## src/rtl/xfer_mover_pkg.sv

```systemverilog
// Shared types and constants for the transfer-register word mover.
// State encoding, move-mode codes and the inactive (all-ones) strobe level.
package xfer_mover_pkg;

    typedef enum logic [1:0] {
        IDLE = 2'd0,
        XFER = 2'd1,
        LOW  = 2'd2,
        HIGH = 2'd3
    } state_t;

    localparam logic MODE_XFER = 1'b0;
    localparam logic MODE_MAIN = 1'b1;

    // Sliced down to NUM_REGS by each user.
    localparam logic [63:0] STRB_INACTIVE_N = '1;

endpackage

```

## src/rtl/xfer_word_mover_sel_strobe_n.sv

```systemverilog
// Index + enable to active-low one-hot strobe vector; purely combinational, zero latency.
// No backpressure; disabled or out-of-range index yields all ones.
module sel_strobe_n #(
    parameter int NUM_REGS  = 4,
    parameter int WIDTH_SEL = 2
) (
    input  logic                 en,
    input  logic [WIDTH_SEL-1:0] idx,
    output logic [NUM_REGS-1:0]  strb_n
);

    // An index with no matching register simply finds no bit to clear.
    always_comb begin
        strb_n = '1;
        for (int i = 0; i < NUM_REGS; i++) begin
            if (en && (idx == i[WIDTH_SEL-1:0])) begin
                strb_n[i] = 1'b0;
            end
        end
    end

endmodule

```

## src/rtl/xfer_word_mover.sv

```systemverilog
// Moves one 16-bit word between transfer registers: 1 strobe cycle on the xfer bus, or low+high on the main bus.
// Latency: done pulses 2 (xfer) or 3 (main) cycles after acceptance; req_ready low while a move is in flight.
// Main-bus path only exists with XFER_MOVER_BYTE_EN defined; otherwise every move uses the xfer bus.
module xfer_word_mover #(
    parameter int NUM_REGS  = 4,
    parameter int WIDTH_SEL = 2
) (
    input  logic                 clk,
    input  logic                 reset,
    input  logic                 req_valid,
    output logic                 req_ready,
    input  logic [WIDTH_SEL-1:0] req_src,
    input  logic [WIDTH_SEL-1:0] req_dst,
    input  logic                 req_mode,
    output logic                 busy,
    output logic                 done,
    output logic [NUM_REGS-1:0]  assert_xfer_n,
    output logic [NUM_REGS-1:0]  load_xfer_n,
    output logic [NUM_REGS-1:0]  assertlow_main_n,
    output logic [NUM_REGS-1:0]  asserthigh_main_n,
    output logic [NUM_REGS-1:0]  loadlow_main_n,
    output logic [NUM_REGS-1:0]  loadhigh_main_n
);

    import xfer_mover_pkg::*;

    localparam logic [NUM_REGS-1:0] STRB_OFF = STRB_INACTIVE_N[NUM_REGS-1:0];

    state_t               state_q, state_d;
    logic [WIDTH_SEL-1:0] src_q, src_d;
    logic [WIDTH_SEL-1:0] dst_q, dst_d;
    logic                 busy_q, done_q;
    logic                 accept;
    logic                 move_en;

    logic [NUM_REGS-1:0]  ax_d, lx_d;
    logic [NUM_REGS-1:0]  ax_q, lx_q;

`ifdef XFER_MOVER_BYTE_EN
    logic                 mode_q, mode_d;
`else
    logic                 unused_req_mode;
    assign unused_req_mode = req_mode;
`endif

    assign accept    = req_valid && (state_q == IDLE);
    assign move_en   = (src_d != dst_d);
    assign req_ready = ~busy_q;
    assign busy      = busy_q;
    assign done      = done_q;

    always_comb begin
        state_d = state_q;
        src_d   = src_q;
        dst_d   = dst_q;
`ifdef XFER_MOVER_BYTE_EN
        mode_d  = mode_q;
`endif
        case (state_q)
            IDLE: begin
                if (accept) begin
                    src_d = req_src;
                    dst_d = req_dst;
`ifdef XFER_MOVER_BYTE_EN
                    mode_d  = req_mode;
                    state_d = (req_mode == MODE_MAIN) ? LOW : XFER;
`else
                    state_d = XFER;
`endif
                end
            end
            XFER:    state_d = IDLE;
`ifdef XFER_MOVER_BYTE_EN
            LOW:     state_d = HIGH;
            HIGH:    state_d = IDLE;
`endif
            default: state_d = IDLE;
        endcase
    end

    // Strobes are decoded from next-state values and registered, so each
    // strobe is a clean flop output that is low for exactly its state cycle.
    sel_strobe_n #(.NUM_REGS(NUM_REGS), .WIDTH_SEL(WIDTH_SEL)) u_sel_ax (
        .en     ((state_d == XFER) && move_en),
        .idx    (src_d),
        .strb_n (ax_d)
    );

    sel_strobe_n #(.NUM_REGS(NUM_REGS), .WIDTH_SEL(WIDTH_SEL)) u_sel_lx (
        .en     ((state_d == XFER) && move_en),
        .idx    (dst_d),
        .strb_n (lx_d)
    );

    always_ff @(posedge clk) begin
        if (reset) begin
            state_q <= IDLE;
            src_q   <= '0;
            dst_q   <= '0;
            busy_q  <= 1'b0;
            done_q  <= 1'b0;
            ax_q    <= STRB_OFF;
            lx_q    <= STRB_OFF;
        end else begin
            state_q <= state_d;
            src_q   <= src_d;
            dst_q   <= dst_d;
            busy_q  <= (state_d != IDLE);
            done_q  <= (state_q == XFER) || (state_q == HIGH);
            ax_q    <= ax_d;
            lx_q    <= lx_d;
        end
    end

    assign assert_xfer_n = ax_q;
    assign load_xfer_n   = lx_q;

`ifdef XFER_MOVER_BYTE_EN
    logic [NUM_REGS-1:0] al_d, ll_d, ah_d, lh_d;
    logic [NUM_REGS-1:0] al_q, ll_q, ah_q, lh_q;
    logic                main_low_en, main_high_en;

    assign main_low_en  = (state_d == LOW)  && (mode_d == MODE_MAIN) && move_en;
    assign main_high_en = (state_d == HIGH) && (mode_d == MODE_MAIN) && move_en;

    sel_strobe_n #(.NUM_REGS(NUM_REGS), .WIDTH_SEL(WIDTH_SEL)) u_sel_al (
        .en     (main_low_en),
        .idx    (src_d),
        .strb_n (al_d)
    );

    sel_strobe_n #(.NUM_REGS(NUM_REGS), .WIDTH_SEL(WIDTH_SEL)) u_sel_ll (
        .en     (main_low_en),
        .idx    (dst_d),
        .strb_n (ll_d)
    );

    sel_strobe_n #(.NUM_REGS(NUM_REGS), .WIDTH_SEL(WIDTH_SEL)) u_sel_ah (
        .en     (main_high_en),
        .idx    (src_d),
        .strb_n (ah_d)
    );

    sel_strobe_n #(.NUM_REGS(NUM_REGS), .WIDTH_SEL(WIDTH_SEL)) u_sel_lh (
        .en     (main_high_en),
        .idx    (dst_d),
        .strb_n (lh_d)
    );

    always_ff @(posedge clk) begin
        if (reset) begin
            mode_q <= MODE_XFER;
            al_q   <= STRB_OFF;
            ll_q   <= STRB_OFF;
            ah_q   <= STRB_OFF;
            lh_q   <= STRB_OFF;
        end else begin
            mode_q <= mode_d;
            al_q   <= al_d;
            ll_q   <= ll_d;
            ah_q   <= ah_d;
            lh_q   <= lh_d;
        end
    end

    assign assertlow_main_n  = al_q;
    assign loadlow_main_n    = ll_q;
    assign asserthigh_main_n = ah_q;
    assign loadhigh_main_n   = lh_q;
`else
    assign assertlow_main_n  = STRB_OFF;
    assign loadlow_main_n    = STRB_OFF;
    assign asserthigh_main_n = STRB_OFF;
    assign loadhigh_main_n   = STRB_OFF;
`endif

endmodule

```

## config.mk

```make
export PLATFORM = sky130hd
export DESIGN_NAME = xfer_word_mover
export DESIGN_NICKNAME = d
export VERILOG_FILES = /design/src/rtl/xfer_mover_pkg.sv /design/src/rtl/xfer_word_mover_sel_strobe_n.sv /design/src/rtl/xfer_word_mover.sv
export SDC_FILE = /design/constraint.sdc
export NUM_CORES = 1
export LEC_CHECK = 0
export BUFFER_PORTS_ARGS = -buffer_cell sky130_fd_sc_hd__buf_4
export CAP_MARGIN = 20
export CORE_MARGIN = 8
export CORE_UTILIZATION = 31
export CTS_CLUSTER_SIZE = 40
export DETAILED_ROUTE_END_ITERATION = 10
export GPL_TIMING_DRIVEN = 1
export PLACE_DENSITY = 0.62
export RECOVER_POWER = 100
export SYNTH_ARGS = -nofsm -noshare
export SYNTH_HDL_FRONTEND = slang
export SYNTH_SLANG_ARGS = --single-unit
export TNS_END_PERCENT = 20
```

## constraint.sdc

```tcl
create_clock -name clk -period 1.4 [get_ports clk]
set_clock_uncertainty 0.05 [all_clocks]
set_input_delay 0.21 -clock clk [delete_from_list [all_inputs] [get_ports clk]]
set_output_delay 0.21 -clock clk [all_outputs]
set_load 0.01 [all_outputs]
```

==> implementation parameters, run 1 <==
Parameter                              Value

Logic synthesis
  Simple-gate area share of the yosys netlist ... 0.2427
  Top cell type by total area after synthesis ... sky130_fd_sc_hd__dfxtp_1
  Post-synthesis register bit count ... 12
  Compound-Gate Fraction of Synth Area ... 0.01456
  Average size of a mapped cell ... 10.31 um^2
  Portion of synthesized cell area occupied by the leading cell type ... 0.4660
  Count of distinct cell types in the synthesized netlist ... 16
  Number of instances in the synthesized netlist ... 50
  Post-synthesis share of cell area spent on full adders, half adders and majority gates ... 0
  Portion of the post-synthesis area used by sequential elements ... 0.4660
  Cells taking the most area after synthesis ... sky130_fd_sc_hd__dfxtp_1 (47%), sky130_fd_sc_hd__buf_4 (23%), sky130_fd_sc_hd__nor4b_4 (4.6%)
  Total of warnings raised by yosys ... 0
  Mux share of post-synthesis cell area ... 0
  Combinational family with the most area after synthesis ... buffers and inverters
  Post-Syn Area ... 515.5 um^2
  Xor and xnor fraction of the mapped netlist area ... 0

Clocking
  Clock latency of the later-clocked register in the worst-skew pair ... 260 ps
  Clock transition at the registers of the reported paths ... 80 ps
  Setup fix buffers added after clock tree synthesis ... 0
  H-tree depth reported by CTS ... 1
  Cts repair resizes ... 0
  Clk buf depth ... 2
  Clock Sinks ... 12
  Number of buffers added by the clock tree synthesis step ... 3
  CTS tree ... built
  Clock root cell ... sky130_fd_sc_hd__clkbuf_4
  Hold buffer count at cts ... 0

Layout
  Commonest non-fill, non-tap cells in the layout ... sky130_fd_sc_hd__conb_1 (17), sky130_fd_sc_hd__dfxtp_1 (12), sky130_fd_sc_hd__clkbuf_1 (12), sky130_fd_sc_hd__buf_4 (6), sky130_fd_sc_hd__clkbuf_4 (4)
  Most common library cell in the layout ignoring fill and taps ... sky130_fd_sc_hd__conb_1
  Area overhead of the layout relative to synthesis ... 15.29%
  Filler Cells Inserted ... 166
  NumNets Final ... 80
  Antenna diode count ... 0
  Layout cells sized above 1 ... 0.1690

Setup path
  Source of the worst register-to-register timing path ... state_q[1]$_SDFF_PP0_
  Endpoint of the lowest-slack register-to-register path ... load_xfer_n[0]$_SDFF_PP1_
  Top Family by Delay on Critical Path ... simple AND/OR/NAND/NOR gates
  CP Class ... reg2reg
  List of cells traversed by the critical path ... nor4b_4 > or4b_1
  Crit-path max FO ... 6
  Arrival @ worst endpoint ... 1430 ps
  Cell at the slowest stage of the critical path ... sky130_fd_sc_hd__or4b_1
  Req. time, crit path ... 1500 ps
  Setup crit end kind ... flip-flop
  Category of the worst setup path launch point ... flip-flop
  Slowest stage delay, CP ... 460 ps
  Buffer and inverter count on the worst path ... 0
  Register-to-register setup slack ... 70 ps
  Worst R2R Path Depth ... 2

Timing
  Count of endpoints failing hold in the final timing report ... 0
  Post-route clock period utilization ... 0.9497
  Final Critical Period ... 1330 ps
  Highest clock rate ... 752.1 MHz
  Setup repair after global routing missed its margin ... no
  Total negative slack ... 0 ps
  Setup violation total in the final timing report ... 0
  Min setup slack post-route ... 70.39 ps
  Max-slew violation count ... 0

Global route
  Vias in the first global route ... 385
  First-pass GRT wire length ... 1531 um
  Grt ovf ... 0
  Number of antenna violations at the first check in global routing ... 0
  All-Layer GR Usage ... 0.05946
  Pin count of the biggest net entering global routing ... 8

Pwr
  Power density over the cells ... 1164 nW/um^2
  Switching power as a share of total power ... 0.2314
  LEAKAGE ... 0.2533 nW
  Total power ... 0.6918 mW
  Internal power ... 0.5317 mW
  Worst IR Drop VDD ... 475.6 uV
  Gate power share ... 0.101
  Part of the total power dissipated in the clock network ... 0.389
  Sequential cell fraction of total power ... 0.510
  Net switching power ... 0.1601 mW

Placed design
  Final GP Congestion ... 0.7580
  Post-detail-place hpwl ... 799.3 um
  Port-buffer cells ... 17
  Post-placement worst setup slack ... 31.06 ps

Routing
  Top Metal Used ... met3
  Routed len/inst ... 11.18 um
  DRC viols ... 0
  Antenna viol nets, final ... 0
  Detailed-router iteration count before antenna repair ... 4
  Wirelength, routed ... 973 um
  Via count ... 350
  First DRT Iteration DRCs ... 5
  Met1 routed wirelength after detailed routing ... 437 um
  Met3 layer wire length in the routed design ... 61 um
  Routed length on met2 ... 474 um
  Vias per cell ... 4.023

Outcome
  Run status ... complete, no violations

Worst hold path
  End point of the most critical hold path ... done$_SDFF_PP0_
  Hold path startpoint ... reset
  Instance count along the most critical hold path ... 2
  Classification of the worst-slack hold path ... in2reg

Floorplan
  Total die area ... 3224 um^2
  Die H ... 56.78 um
  Placeable Area ... 1541 um^2
  Row count ... 14
  Die Width ... 56.78 um
  Ports placed on the boundary ... 35
  Effective utilization at floorplan ... 0.3344

Flow run
  Max-cap violation count ... 0
==> flip-flops by register name, indices dropped and copies added (netlist names) <==
name / cells
busy: 1
done: 1
assert_xfer_n: 4
state_q: 2
load_xfer_n: 4
==> worst max path at each step <==
stage | startpoint | endpoint | slack, ps | depth (start not counted)
finish | state_q[1]$_SDFF_PP0_ | load_xfer_n[0]$_SDFF_PP1_ | 70 | 2
global route | state_q[1]$_SDFF_PP0_ | load_xfer_n[0]$_SDFF_PP1_ | 10 | 2
CTS | state_q[0]$_SDFF_PP0_ | load_xfer_n[0]$_SDFF_PP1_ | 40 | 2
detailed placement | state_q[0]$_SDFF_PP0_ | load_xfer_n[0]$_SDFF_PP1_ | 30 | 2
global placement | state_q[0]$_SDFF_PP0_ | load_xfer_n[0]$_SDFF_PP1_ | 60 | 2
floorplan | state_q[0]$_SDFF_PP0_ | load_xfer_n[0]$_SDFF_PP1_ | 60 | 2
==> metal layers <==
layer / GRT usage / vias to the layer above
met5: 0 / -
met3: 0.02921 / 0
met2: 0.08621 / 21
li1: - / 173
met4: 0.05034 / 0
met1: 0.06258 / 156
==> through the flow <==
step           hold slack, ps    util  std cells  area [um^2]
6_report                84.59  0.3856         87        594.3
5_1_grt                 54.22  0.3856         87        594.3
4_1_cts                 76.75  0.4148         87        639.4
3_5_place_dp            366.8  0.3912         83        603.1
3_3_place_gp            361.9  0.3912         83        603.1
2_1_floorplan           233.9       -         65        571.8
==> logic make-up after synthesis <==
family                 Yosys count
buffers and inverters           18
and+or+nand+nor                 17
DFF                             12
other                            2
AOI/OAI and AO/OA                1
==> cell usage after synthesis <==
cell type	number
sky130_fd_sc_hd__buf_4	16
sky130_fd_sc_hd__dfxtp_1	12
sky130_fd_sc_hd__nor2b_1	3
sky130_fd_sc_hd__conb_1	2
sky130_fd_sc_hd__nand2_1	2
sky130_fd_sc_hd__nand2b_1	2
sky130_fd_sc_hd__nand3_1	2
sky130_fd_sc_hd__nand4_1	2
sky130_fd_sc_hd__or3b_1	2
sky130_fd_sc_hd__buf_6	1
sky130_fd_sc_hd__inv_1	1
sky130_fd_sc_hd__nor2_1	1
sky130_fd_sc_hd__nor4b_1	1
sky130_fd_sc_hd__nor4b_4	1
sky130_fd_sc_hd__o211ai_1	1
sky130_fd_sc_hd__or4b_1	1
==> worst register-to-register path: stages, from the launching register on <==
cell and delay [ps]:
sky130_fd_sc_hd__dfxtp_1 330, sky130_fd_sc_hd__nor4b_4 370, sky130_fd_sc_hd__or4b_1 460
==> power by group through the flow <==
stage	Combinational [mW]	Sequential, mW	Clock, mW
final	0.0700	0.353	0.269
after global routing	0.0782	0.354	0.308
after CTS	0.0746	0.353	0.281
after detailed placement	0.0744	0.361	0
after global placement	0.0731	0.361	0
after floorplan	0.0727	0.364	0
==> cell type report <==
class                           instances  area [um^2]  area share
Clock buffer                            4        36.28     0.06105
Inverter                                1        3.754    0.006316
Multi-Input combinational cell         35        196.4      0.3305
Sequential cell                        12        240.2      0.4042
Tap cell                               16        20.02     0.03368
Timing Repair Buffer                   19        97.59      0.1642
No activity file was read; power rests on OpenSTA's default activity.
==> inputs of run 2 (changes only) <==
--- a/config.mk
+++ b/config.mk
@@ -9,6 +9,7 @@
 export CAP_MARGIN = 20
 export CORE_MARGIN = 8
 export CORE_UTILIZATION = 31
+export CTS_BUF_LIST = sky130_fd_sc_hd__clkbuf_4
 export CTS_CLUSTER_SIZE = 40
 export DETAILED_ROUTE_END_ITERATION = 10
 export GPL_TIMING_DRIVEN = 1
==> run 2 against run 1 <==
Cell count is the same. Global-route usage shrank 0.41 points. Fmax is essentially flat. Register-to-register slack is essentially flat. Combinational power is essentially flat.
==> implementation parameters, run 2 (synthesized netlist as in run 1, its figures left out) <==
Parameter                              Value

Clocking
  Clock Sinks ... 12 (unchanged)
  Clk buf depth ... 2 (unchanged)
  CTS tree ... built
  Clock root cell ... sky130_fd_sc_hd__clkbuf_4
  H-tree depth reported by CTS ... 1 (unchanged)
  Number of buffers added by the clock tree synthesis step ... 3 (unchanged)
  Clock latency of the later-clocked register in the worst-skew pair ... 260 ps (about the same)
  Clock transition at the registers of the reported paths ... 70 ps (about the same)
  Setup fix buffers added after clock tree synthesis ... 0 (unchanged)

Routing
  Wirelength, routed ... 971 um (-0.21%)
  Antenna viol nets, final ... 0 (unchanged)
  Detailed-router iteration count before antenna repair ... 5 (+1)
  Routed len/inst ... 11.16 um (-0.21%)
  Vias per cell ... 3.954 (-1.7%)
  Met1 routed wirelength after detailed routing ... 433 um (-0.92%)
  Met3 layer wire length in the routed design ... 66 um (+8.2%)
  Routed length on met2 ... 449 um (-5.3%)
  DRC viols ... 0 (unchanged)
  Top Metal Used ... met4
  Via count ... 344 (-1.7%)
  First DRT Iteration DRCs ... 5 (unchanged)

Setup path
  Req. time, crit path ... 1490 ps (about the same)
  Arrival @ worst endpoint ... 1420 ps (about the same)
  Worst R2R Path Depth ... 2 (unchanged)
  Setup crit end kind ... flip-flop
  Register-to-register setup slack ... 70 ps (about the same)
  Source of the worst register-to-register timing path ... state_q[1]$_SDFF_PP0_
  Endpoint of the lowest-slack register-to-register path ... load_xfer_n[0]$_SDFF_PP1_
  CP Class ... reg2reg
  Category of the worst setup path launch point ... flip-flop
  Crit-path max FO ... 6 (unchanged)

Layout
  Layout cells sized above 1 ... 0.1690 (unchanged)
  Most common library cell in the layout ignoring fill and taps ... sky130_fd_sc_hd__conb_1
  Antenna diode count ... 0 (unchanged)
  NumNets Final ... 80 (unchanged)
  Commonest non-fill, non-tap cells in the layout ... sky130_fd_sc_hd__conb_1 (17), sky130_fd_sc_hd__clkbuf_1 (12), sky130_fd_sc_hd__dfxtp_1 (11), sky130_fd_sc_hd__buf_4 (6), sky130_fd_sc_hd__clkbuf_4 (4)
  Area overhead of the layout relative to synthesis ... 13.59%

Placed design
  Post-detail-place hpwl ... 799.3 um (unchanged)
  Final GP Congestion ... 0.7580 (unchanged)
  Port-buffer cells ... 17 (unchanged)

Global route
  Number of antenna violations at the first check in global routing ... 0 (unchanged)
  Pin count of the biggest net entering global routing ... 8 (unchanged)
  Vias in the first global route ... 376 (-2.3%)
  First-pass GRT wire length ... 1504 um (-1.8%)
  Grt ovf ... 0 (unchanged)
  All-Layer GR Usage ... 0.05541 (-0.004054)

Timing
  Final Critical Period ... 1328 ps (-1.138 ps)
  Count of endpoints failing hold in the final timing report ... 0 (unchanged)
  Max-slew violation count ... 0 (unchanged)
  Setup violation total in the final timing report ... 0 (unchanged)
  Total negative slack ... 0 ps (unchanged)
  Setup repair after global routing missed its margin ... no
  Highest clock rate ... 752.7 MHz (about the same)
  Post-route clock period utilization ... 0.9489 (about the same)

Pwr
  LEAKAGE ... 0.2477 nW (-2.2%)
  Worst IR Drop VDD ... 402.9 uV (-15%)
  Total power ... 0.6332 mW (-8.5%)
  Power density over the cells ... 1081 nW/um^2 (-7.1%)

Worst hold path
  Hold path startpoint ... reset
  Classification of the worst-slack hold path ... in2reg
  Instance count along the most critical hold path ... 2 (unchanged)
  End point of the most critical hold path ... done$_SDFF_PP0_

Floorplan
  Die H ... 56.78 um (unchanged)
  Placeable Area ... 1541 um^2 (unchanged)
  Effective utilization at floorplan ... 0.3344 (unchanged)
  Total die area ... 3224 um^2 (unchanged)
  Die Width ... 56.78 um (unchanged)
  Ports placed on the boundary ... 35 (unchanged)
  Row count ... 14 (unchanged)

Flow run
  Max-cap violation count ... 0 (unchanged)

Outcome
  Run status ... complete, no violations
[run 2: changes by cell type in the layout (fill, tap and decap cells not counted)]
cell / previous run / this run
sky130_fd_sc_hd__dfxtp_1: 12 / 11
sky130_fd_sc_hd__dfxtp_2: 0 / 1
sky130_fd_sc_hd__clkbuf_8: 1 / 0
sky130_fd_sc_hd__clkinv_1: 0 / 1
[run 2: what timing repair did]
item / 4_1_cts / 5_1_grt
hold buffers: 0 / 0
setup endpoints to repair: 0 / 1
gates resized for setup: 0 / 1
[run 2: worst max path at each step]
stage	cells after the start	slack, ps	start	to
after detailed placement	2	30	state_q[0]$_SDFF_PP0_	load_xfer_n[0]$_SDFF_PP1_
after floorplan	2	60	state_q[0]$_SDFF_PP0_	load_xfer_n[0]$_SDFF_PP1_
after CTS	2	40	state_q[0]$_SDFF_PP0_	load_xfer_n[0]$_SDFF_PP1_
after global routing	2	10	state_q[1]$_SDFF_PP0_	load_xfer_n[0]$_SDFF_PP1_
final	2	70	state_q[1]$_SDFF_PP0_	load_xfer_n[0]$_SDFF_PP1_
after global placement	2	60	state_q[0]$_SDFF_PP0_	load_xfer_n[0]$_SDFF_PP1_
[run 2: area by class of cell]
cell class / instances / area (um^2)
Fill cell: 166 / 955.9
Multi-Input combinational cell: 35 / 196.4
Tap cell: 16 / 20.02
Timing Repair Buffer: 19 / 97.59
Clock buffer: 3 / 22.52
Inverter: 1 / 3.754
Sequential cell: 12 / 241.5
Clock inverter: 1 / 3.754
[run 2: power by group]
group,internal [mW],switching [mW]
combinational,0.0252,0.0450
clock,0.103,0.107
sequential,0.349,0.00412
total,0.477,0.156
[run 2: per-stage QoR]
stage / setup slack [ps] / utilization / instance area [um^2] / hold WS [ps] / cells
2_1_floorplan: 60.46 / - / 571.8 / 233.9 / 65
3_3_place_gp: 56.06 / 0.3912 / 603.1 / 361.9 / 83
3_5_place_dp: 31.06 / 0.3912 / 603.1 / 366.8 / 83
4_1_cts: 37.50 / 0.4083 / 629.4 / 83.97 / 87
5_1_grt: 14.16 / 0.3799 / 585.6 / 67.07 / 87
6_report: 71.53 / 0.3799 / 585.6 / 90.04 / 87
[run 2: layer usage]
metal,GRT usage,up-vias
met3,0.02247,2
met5,0,-
li1,-,170
met1,0.06258,151
met4,0.03020,0
met2,0.08621,21
[run 2: worst max-delay path: stages (launching register included)]
cell and delay, ps:
sky130_fd_sc_hd__dfxtp_2 330, sky130_fd_sc_hd__nor4b_4 370, sky130_fd_sc_hd__or4b_1 460
==> inputs of run 3 (changes only) <==
--- a/config.mk
+++ b/config.mk
@@ -13,9 +13,10 @@
 export CTS_CLUSTER_SIZE = 40
 export DETAILED_ROUTE_END_ITERATION = 10
 export GPL_TIMING_DRIVEN = 1
-export PLACE_DENSITY = 0.62
+export PLACE_DENSITY = 0.56
 export RECOVER_POWER = 100
 export SYNTH_ARGS = -nofsm -noshare
 export SYNTH_HDL_FRONTEND = slang
+export SYNTH_HIERARCHICAL = 1
 export SYNTH_SLANG_ARGS = --single-unit
 export TNS_END_PERCENT = 20
==> constraint.sdc (replaced) <==
create_clock -name clk -period 1.1 [get_ports clk]
set_clock_uncertainty 0.05 [all_clocks]
set_input_delay 0.165 -clock clk [delete_from_list [all_inputs] [get_ports clk]]
set_output_delay 0.165 -clock clk [all_outputs]
set_load 0.01 [all_outputs]
==> run 3 against run 2 <==
The flow now finishes with violations (negative setup slack). Die area up 36%. Via count rose by 52%. Total power increased by 74%. Register-to-register slack got worse by 720 ps.
==> implementation parameters, run 3 <==
Parameter                              Value

Outcome
  Run status ... complete, but fails checks
  Failing checks ... negative setup slack

Setup path
  Slowest stage delay, CP ... 360 ps (-100 ps)
  List of cells traversed by the critical path ... nor3b_2 > buf_4 > mux2_4 > or3b_1 > or2_4
  Setup crit end kind ... flip-flop
  Top Family by Delay on Critical Path ... simple AND/OR/NAND/NOR gates
  Buffer and inverter count on the worst path ... 1 (+1)
  Worst R2R Path Depth ... 5 (+3)
  Worst setup path startpoint ... state_q[1]$_SDFF_PP0_
  Stages on the worst setup path ... 5 (+3)
  Arrival @ worst endpoint ... 1870 ps (+450 ps)
  Category of the worst setup path launch point ... flip-flop
  CP Class ... reg2reg
  Crit-path max FO ... 7 (+1)
  Req. time, crit path ... 1220 ps (-270 ps)
  Cell at the slowest stage of the critical path ... sky130_fd_sc_hd__or3b_1
  Source of the worst register-to-register timing path ... state_q[1]$_SDFF_PP0_

Layout
  Filler Cells Inserted ... 262 (+58%)
  Antenna diode count ... 0 (unchanged)
  Most common library cell in the layout ignoring fill and taps ... sky130_fd_sc_hd__buf_4
  Final core utilization ... 0.3909 (+0.01108)
  Post-route design area ... 950.9 um^2 (+62%)
  Area overhead of the layout relative to synthesis ... 21.60%
  Layout cells sized above 1 ... 0.3302 (+0.1612)
  Number of standard cells in the layout, taps in and fillers out ... 136 (+56%)
  NumNets Final ... 115 (+44%)
  Commonest non-fill, non-tap cells in the layout ... sky130_fd_sc_hd__buf_4 (18), sky130_fd_sc_hd__conb_1 (17), sky130_fd_sc_hd__dfxtp_1 (16), sky130_fd_sc_hd__clkbuf_1 (11), sky130_fd_sc_hd__nand2b_1 (8)

Pwr
  Worst IR Drop VDD ... 786.2 uV (+95%)
  LEAKAGE ... 0.4025 nW (+62%)
  Total power ... 1.104 mW (+74%)
  Power density over the cells ... 1161 nW/um^2 (+7.3%)

Routing
  Detailed-router iteration count before antenna repair ... 4 (-1)
  First DRT Iteration DRCs ... 2 (-3)
  Via count ... 522 (+52%)
  Antenna viol nets, final ... 0 (unchanged)
  Vias per cell ... 3.838 (-2.9%)
  Routed len/inst ... 10.42 um (-6.6%)
  DRC viols ... 0 (unchanged)
  Wirelength, routed ... 1417 um (+46%)

Floorplan
  Row count ... 18 (+4)
  Placeable Area ... 2432 um^2 (+58%)
  Die H ... 66.23 um (+17%)
  Ports placed on the boundary ... 35 (unchanged)
  Die Width ... 66.23 um (+17%)
  Effective utilization at floorplan ... 0.3215 (-0.01291)
  Total die area ... 4386 um^2 (+36%)

Logic synthesis
  Post-synthesis register bit count ... 16 (+4)
  Most frequent cells after synthesis ... sky130_fd_sc_hd__buf_4 (16), sky130_fd_sc_hd__dfxtp_1 (16), sky130_fd_sc_hd__nand2b_1 (8), sky130_fd_sc_hd__or2_2 (8)
  Cells taking the most area after synthesis ... sky130_fd_sc_hd__dfxtp_1 (41%), sky130_fd_sc_hd__buf_4 (15%), sky130_fd_sc_hd__nand2b_1 (6.4%)
  Portion of synthesized cell area occupied by the leading cell type ... 0.4096 (-0.05642)
  Average size of a mapped cell ... 10.16 um^2 (-1.5%)
  Number of flops mapped to enable cells by yosys ... 0 (unchanged)
  Portion of the post-synthesis area used by sequential elements ... 0.4096 (-0.05642)
  Number of instances in the synthesized netlist ... 77 (+54%)
  Commonest register cell after synthesis ... sky130_fd_sc_hd__dfxtp_1
  Count of distinct cell types in the synthesized netlist ... 19 (+3)
  Total of warnings raised by yosys ... 6 (+6)
  Share of flip-flops with an asynchronous set or reset ... 0 (unchanged)
  Top cell type by total area after synthesis ... sky130_fd_sc_hd__dfxtp_1
  Post-Syn Area ... 782.0 um^2 (+52%)

Clocking
  H-tree depth reported by CTS ... 1 (unchanged)
  Clock transition at the registers of the reported paths ... 90 ps (+20 ps)
  Clk buf depth ... 2 (unchanged)
  CTS tree ... built
  Clock Sinks ... 16 (+4)
  Clock latency of the later-clocked register in the worst-skew pair ... 280 ps (+20 ps)
  Number of buffers added by the clock tree synthesis step ... 3 (unchanged)
  Clock root cell ... sky130_fd_sc_hd__clkbuf_4

Timing
  Max-slew violation count ... 0 (unchanged)
  Setup repair after global routing missed its margin ... yes
  Min setup slack post-route ... -645.4 ps (-717.0 ps)
  Final Critical Period ... 1745 ps (+417.0 ps)
  Highest clock rate ... 572.9 MHz (-24%)
  Setup violation total in the final timing report ... 12 (+12)
  Count of endpoints failing hold in the final timing report ... 0 (unchanged)
  Post-route clock period utilization ... 1.587 (+0.6379)

Worst hold path
  Classification of the worst-slack hold path ... in2reg
  Hold path startpoint ... reset
  Instance count along the most critical hold path ... 2 (unchanged)

Global route
  Pin count of the biggest net entering global routing ... 20 (+12)
  First-pass GRT wire length ... 2387 um (+59%)
  Vias in the first global route ... 551 (+47%)
  Grt ovf ... 0 (unchanged)
  Number of antenna violations at the first check in global routing ... 0 (unchanged)
  All-Layer GR Usage ... 0.07032 (+0.01492)

Placed design
  Post-detail-place hpwl ... 1077 um (+35%)
  Final GP Congestion ... 0.6613 (-13%)
  Placed Cells incl. Taps ... 130 (+57%)
  Port-buffer cells ... 17 (unchanged)
  Cell area after placement ... 947.2 um^2 (+57%)
  Post-placement worst setup slack ... -674.0 ps (-705.1 ps)

Flow run
  Max-cap violation count ... 0 (unchanged)
-- run 3: stage by stage --
step / hold WS (ps) / TNS [ps]
after floorplan: 269.9 / -3821
after global routing: 102.0 / -6047
after global placement: 409.8 / -4435
final: 107.2 / -4735
after CTS: 105.6 / -4957
after detailed placement: 417.2 / -4655
-- run 3: cells by family after synthesis --
| logic type | share of synthesized area |
|---|---|
| and+or+nand+nor | 0.2416 |
| buffers and inverters | 0.1840 |
| muxes | 0.1232 |
| xor gates and xnor gates | 0.02240 |
| DFF | 0.4096 |
| AOI/OAI and AO/OA | 0.009604 |
| other | 0.009604 |
-- run 3: layer usage --
| layer | wire [um] | track usage | share of wire | up-vias |
|---|---|---|---|---|
| met5 | 0 | 0 | 0 | - |
| met4 | 26 | 0.03200 | 0.018 | 0 |
| met3 | 114 | 0.03559 | 0.080 | 2 |
| met2 | 638 | 0.1134 | 0.45 | 26 |
| met1 | 637 | 0.07498 | 0.45 | 225 |
| li1 | - | - | - | 269 |
-- run 3: repair_timing --
item                                    4_1_cts  5_1_grt
pin swaps                                     1        0
setup buffers                                 2        0
endpoints found under the setup margin       11       12
hold buffers                                  0        0
cloned                                        0        0
gates resized for setup                       1        0
-- run 3: final timing paths --
kind,endpoint,slack (ps)
max,load_xfer_n[0]$_SDFF_PP1_,-650
min,state_q[0]$_SDFF_PP0_,110
max reg2reg,load_xfer_n[0]$_SDFF_PP1_,-650
min reg2reg,src_q[1]$_SDFF_PP0_,430
-- run 3: worst register-to-register path, delay by kind of cell (launching register included) --
family | cells | cell delay (ps)
buffers and inverters | 1 | 180
flip-flops | 1 | 320
multiplexers | 1 | 310
AND/OR/NAND/NOR | 3 | 790
-- run 3: final cells by class --
cell class                 instances  area, um^2  area share
clock buffer                       3       22.52     0.02368
timing repair buffer              29       176.4      0.1855
multi-input combinational         56       386.6      0.4066
tap                               30       37.54     0.03947
clock inverter                     1       3.754    0.003947
inverter                           1       3.754    0.003947
sequential                        16       320.3      0.3368
-- run 3: power breakdown --
part	total [mW]	internal, mW	switching [mW]	leakage (nW)
Combinational	0.193	0.102	0.0914	0.256
Sequential	0.604	0.597	0.00724	0.131
Clock	0.306	0.132	0.174	0.0154
